File: src/rtl/mux8_rr_arbiter_if.sv
// Request/grant bundle between the requesters and the mux8 round-robin arbiter.
// master = requester side, slave = arbiter side.
interface mux8_rr_arbiter_if;
  logic [7:0] req;
  logic [7:0] gnt;
  logic [2:0] sel;
  logic       busy;

  modport master (output req, input gnt, input sel, input busy);
  modport slave  (input req, output gnt, output sel, output busy);
endinterface

File: src/rtl/mux8_rr_arbiter.sv
// Round-robin arbiter driving the select lines of a shared 8-to-1 mux.
// Grant tenure is capped at MAX_HOLD cycles; release re-arbitrates in the same edge.
module mux8_rr_arbiter #(
  parameter int MAX_HOLD = 4
) (
  input  logic               clk,
  input  logic               rst,
  mux8_rr_arbiter_if.slave   bus
);
  typedef enum logic {IDLE, GRANT} state_t;

  localparam logic [3:0] HOLD_LIMIT = 4'(MAX_HOLD);

  state_t     state_reg, state_next;
  logic [2:0] ptr_reg, ptr_next;
  logic [2:0] sel_reg, sel_next;
  logic [7:0] gnt_reg, gnt_next;
  logic       busy_reg, busy_next;
  logic [3:0] hold_cnt_reg, hold_cnt_next;

  logic       release_now;
  logic [2:0] search_base;
  logic [7:0] rot_req;
  logic       found;
  logic [2:0] offset;
  logic [2:0] winner;
  logic [7:0] winner_onehot;

  // sel_reg doubles as the current owner index while busy.
  assign release_now = (state_reg == GRANT) &&
                       (!bus.req[sel_reg] || hold_cnt_reg == HOLD_LIMIT);
  assign search_base = release_now ? sel_reg + 3'd1 : ptr_reg;

  genvar gi;
  generate
    for (gi = 0; gi < 8; gi++) begin : g_rot
      assign rot_req[gi]       = bus.req[search_base + 3'(gi)];
      assign winner_onehot[gi] = (winner == 3'(gi));
    end
  endgenerate

  // Lowest offset in the rotated vector is the first requester after the pointer.
  always_comb begin
    found  = 1'b0;
    offset = 3'd0;
    for (int k = 7; k >= 0; k--) begin
      if (rot_req[k]) begin
        found  = 1'b1;
        offset = 3'(k);
      end
    end
  end

  assign winner = search_base + offset;

  always_comb begin
    state_next    = state_reg;
    ptr_next      = ptr_reg;
    sel_next      = sel_reg;
    gnt_next      = gnt_reg;
    busy_next     = busy_reg;
    hold_cnt_next = hold_cnt_reg;
    case (state_reg)
      IDLE: begin
        if (found) begin
          state_next    = GRANT;
          gnt_next      = winner_onehot;
          sel_next      = winner;
          busy_next     = 1'b1;
          hold_cnt_next = 4'd1;
        end
      end
      GRANT: begin
        if (!release_now) begin
          hold_cnt_next = hold_cnt_reg + 4'd1;
        end else begin
          ptr_next = sel_reg + 3'd1;
          if (found) begin
            gnt_next      = winner_onehot;
            sel_next      = winner;
            hold_cnt_next = 4'd1;
          end else begin
            state_next    = IDLE;
            gnt_next      = 8'd0;
            busy_next     = 1'b0;
            hold_cnt_next = 4'd0;
          end
        end
      end
      default: state_next = IDLE;
    endcase
  end

  always_ff @(posedge clk or posedge rst) begin
    if (rst) begin
      state_reg    <= IDLE;
      ptr_reg      <= 3'd0;
      sel_reg      <= 3'd0;
      gnt_reg      <= 8'd0;
      busy_reg     <= 1'b0;
      hold_cnt_reg <= 4'd0;
    end else begin
      state_reg    <= state_next;
      ptr_reg      <= ptr_next;
      sel_reg      <= sel_next;
      gnt_reg      <= gnt_next;
      busy_reg     <= busy_next;
      hold_cnt_reg <= hold_cnt_next;
    end
  end

  assign bus.gnt  = gnt_reg;
  assign bus.sel  = sel_reg;
  assign bus.busy = busy_reg;
endmodule

File: src/flat_wrapper.sv
// flat-port wrapper written by rule: the top's interface ports become plain ports
module mux8_rr_arbiter_flat 
#(
  parameter int MAX_HOLD = 4
)
  (clk, rst, bus_req, bus_gnt, bus_sel, bus_busy);
  mux8_rr_arbiter_if bus_i ();
  input  logic clk;
  input  logic rst;
  input wire logic [$bits(bus_i.req)-1:0] bus_req;
  output wire logic [$bits(bus_i.gnt)-1:0] bus_gnt;
  output wire logic [$bits(bus_i.sel)-1:0] bus_sel;
  output wire logic [$bits(bus_i.busy)-1:0] bus_busy;
  assign bus_i.req = bus_req;
  assign bus_gnt = bus_i.gnt;
  assign bus_sel = bus_i.sel;
  assign bus_busy = bus_i.busy;
  mux8_rr_arbiter #(.MAX_HOLD(MAX_HOLD)) u_core (.clk(clk), .rst(rst), .bus(bus_i));
endmodule
File: config.mk
export PLATFORM = sky130hd
export DESIGN_NAME = mux8_rr_arbiter_flat
export DESIGN_NICKNAME = d
export VERILOG_FILES = /design/src/rtl/mux8_rr_arbiter_if.sv /design/src/rtl/mux8_rr_arbiter.sv /design/src/flat_wrapper.sv
export SDC_FILE = /design/constraint.sdc
export NUM_CORES = 1
export LEC_CHECK = 0
export CORE_ASPECT_RATIO = 1.2
export CORE_MARGIN = 1
export CORE_UTILIZATION = 50
export DETAILED_ROUTE_END_ITERATION = 8
export GPL_ROUTABILITY_DRIVEN = 0
export HOLD_SLACK_MARGIN = 0.1
export PLACE_DENSITY = 0.71
export SYNTH_ARGS = -nofsm -noshare
export SYNTH_HDL_FRONTEND = slang
export SYNTH_SLANG_ARGS = --single-unit
export TNS_END_PERCENT = 10
File: constraint.sdc
create_clock -name clk -period 5.5 [get_ports clk]
set_input_delay 1.65 -clock clk [delete_from_list [all_inputs] [get_ports clk]]
set_output_delay 1.65 -clock clk [all_outputs]
set_load 0.05 [all_outputs]
==> flow_summary_export.csv <==
group,metric,value,unit
floorplanning,start_util,53.3,%
floorplanning,die-area,0.00533,mm2
setup_path,crit_slowest_cell,"or4b_4",
logic_synthesis,yosys_warnings,0,
logic_synthesis,netlist_top_cells_count,"nor2_1, nand2_1, dfrtp_1",
logic_synthesis,synth_ff_type,"dfrtp_1",
logic_synthesis,netlist_area,0.00252,mm2
detailed_routing,vias,2689,
logic_synthesis,synth_top_family_by_area,"compound AO/OA/AOI/OAI gates",
sta,fin_skew,0.00272,ns
detailed_routing,drcViolationCount,0,
logic_synthesis,synth-simple-area-share,23.0,%
setup_path,crit_chain,"buf_8 -> mux2i_4 -> a21o_1 -> o31ai_4 -> mux2i_4 -> inv_2 -> ha_4 -> inv_2 -> or4b_4 -> o22ai_4 -> nor2_1 -> o31ai_1 -> nand4_1 -> nand2_1 -> fa_2 -> xnor2_2 -> or4_1 -> o32ai_2 -> and2_4 -> a22o_1",
final_layout,fin_nets,388,
global_routing,grt_overflow,0,
floorplanning,die_w,66.8,um
final_layout,drive_gt1_share,36.7,%
global_routing,grt_pass1_vias,2771,
sta,timing.final.crit_share,98.9,%
clock_tree,clk_pin_slew_worst_paths,0.07,ns
logic_synthesis,syn_nets,311,
logic_synthesis,synth_mux_area_share,16.9,%
detailed_routing,dr.pass1.iters,5,
clock_tree,cts_tree,"built",
placed_design,io_buffers,21,
final_layout,largest_register_ffs,8,
global_routing,grt_usage,31.5,%
floorplanning,die_h,79.8,um
logic_synthesis,synth_area_leader_cell,"dfrtp_1",
clock_tree,clock_path_buffers,2,
sta,rsz0062_at_grt,"yes",
final_layout,multiInputGateArea,0.00196,mm2
logic_synthesis,synth_cell_type_count,71,
setup_path,critPathMaxStageDelay,0.50,ns
logic_synthesis,yosysSeqAreaShare,19.9,%
global_routing,antenna_found_initial,0,
final_layout,areaGrowthSynthToFinish,33.7,%
logic_synthesis,synth_seq_cells,20,
sta,max_slew.worst_pin.slew,0.901,ns
clock_tree,cts_root_buffer,"clkbuf_8",
floorplanning,core,0.00473,mm2
detailed_routing,drt-vias-per-instance,6.27,
global_routing,grt_pass1_wl,12.7,mm
logic_synthesis,synth_edf_count,0,
clock_tree,htreeDepth,1,
setup_path,reg2regPathDepth,21,
sta,fin_setup_tns,0,ns
setup_path,crit_arrival,5.62,ns
min_path,hold_path_class,"flop to flop",
logic_synthesis,synth_area_leaders,"dfrtp_1, mux2i_1, mux2_2",
sta,max_slew_margin,39.9,%
placed_design,dp_hpwl,5.79,mm
flow_run,max-cap-violations,0,
floorplanning,io_pins,22,
detailed_routing,postRouteAntennaNets,0,
final_layout,fill_cells,374,
setup_path,critPathKind,"primary input to flop",
sta,drv_slew,0,
sta,finalHoldViolCount,0,
global_routing,grt_max_degree,25,
detailed_routing,routed_wl,7.73,mm
status,outcome,"completed",
final_layout,regArea,500,um2
setup_path,startpoint_type,"primary input",
final_layout,diodes,0,
logic_synthesis,netlist_instances,296,
logic_synthesis,yosysMostFrequentCell,"nor2_1",
floorplanning,std_cell_rows,27,
setup_path,setup.worst_path.end_class,"flop",
min_path,holdPathStages,1,
sta,min_period,5.44,ns
setup_path,critPathRequiredTime,5.68,ns
logic_synthesis,synth_top_area_share,19.9,%
clock_tree,clk_latency,0.25,ns
logic_synthesis,synthArstFlopShare,100,%
clock_tree,clkSinkCount,20,
sta,clock.fmax,184,MHz
logic_synthesis,yosys.area_share.xor_xnor,3.08,%
logic_synthesis,synthAdderAreaFrac,2.78,%
logic_synthesis,syn_avg_cell_area,8.51,um2
logic_synthesis,synth_compound_area_share,28.3,%
setup_path,cp_max_fo,4,
detailed_routing,drt_iter0_drc,191,
clock_tree,cts_hold_buf,0,
clock_tree,numCtsBuffers,3,
detailed_routing,routedWlPerCell,18.0,um
sta,setup_viol,0,
## worst max-delay path, delay by kind of cell
kind                       cells  cell delay [ns]
and+or+nand+nor                6             1.42
xor gates and xnor gates       1             0.07
AOI/OAI and AO/OA              6             1.47
muxes                          2             0.36
buffers and inverters          3             0.17
adders and majority gates      2             0.48
## layout by cell type, fill, tap and decap left out, types with 4 or more instances in the layout
cell type,n
nor3_1,7
buf_4,73
dfrtp_1,20
mux2_4,4
o211ai_1,6
inv_1,6
clkdlybuf4s50_1,13
a31oi_1,4
nand2b_1,4
nor2_1,31
a211oi_1,9
nand3_1,6
a21oi_1,15
nand4_1,8
o21ai_0,7
a22o_1,4
a32o_1,5
and2_1,4
nand2_1,21
mux2i_1,17
xnor2_1,4
mux2_2,11
## cells by family after synthesis
logic type               Yosys count
multiplexers                      37
flip-flops                        20
buffers and inverters             32
AO/OA/AOI/OAI                     86
adder cells (fa/ha/maj)            5
AND/OR/NAND/NOR                  108
XOR/XNOR                           8
## metrics by stage
step	cell area, um2	std cells	utilization [%]	hold WS, ns	worst slack, ns
after CTS	3370	428	71.3	0.489	-0.0461
after global routing	3370	429	71.2	0.511	-0.101
after floorplan	2580	296	-	0.456	-0.530
final	3370	429	71.2	0.481	0.0600
after global placement	3240	419	68.5	0.477	-0.595
after detailed placement	3240	419	68.5	0.473	-0.729
## final timing paths
path / end / slack (ns) / from
worst max register to register: u_core.bus.gnt[6] / 0.58 / u_core.hold_cnt_reg[0]
worst min-delay path: u_core.hold_cnt_reg[3] / 0.48 / u_core.hold_cnt_reg[3]
min in group asynchronous: u_core.bus.sel[2] / 1.83 / rst
worst max-delay path: u_core.bus.gnt[6] / 0.06 / bus_req[0]
max in group asynchronous: u_core.ptr_reg[0] / 3.21 / rst
worst min register to register: u_core.hold_cnt_reg[3] / 0.48 / u_core.hold_cnt_reg[3]
## routing by layer
metal	wire length, um	global-route usage [%]
met5	0	0
met4	339	18.3
met2	3790	54.2
met3	433	1.86
met1	3170	37.8
## layout make-up
type                    instances  share of cell area, %
flip-flops and latches         20                   14.9
repair buffers                 94                   22.3
well taps                      58                   2.16
clock buffers                   3                   1.23
multi-input cells             244                   58.3
inverters                      10                   1.11
## timing repair
action,in CTS,in global routing
endpoints found under the setup margin,11,9
gates resized for setup,41,7
pin swaps,16,11
setup buffers,6,1
Power is not shown: default switching activity piles up to over one toggle a cycle in this logic, so the estimate is an artifact.
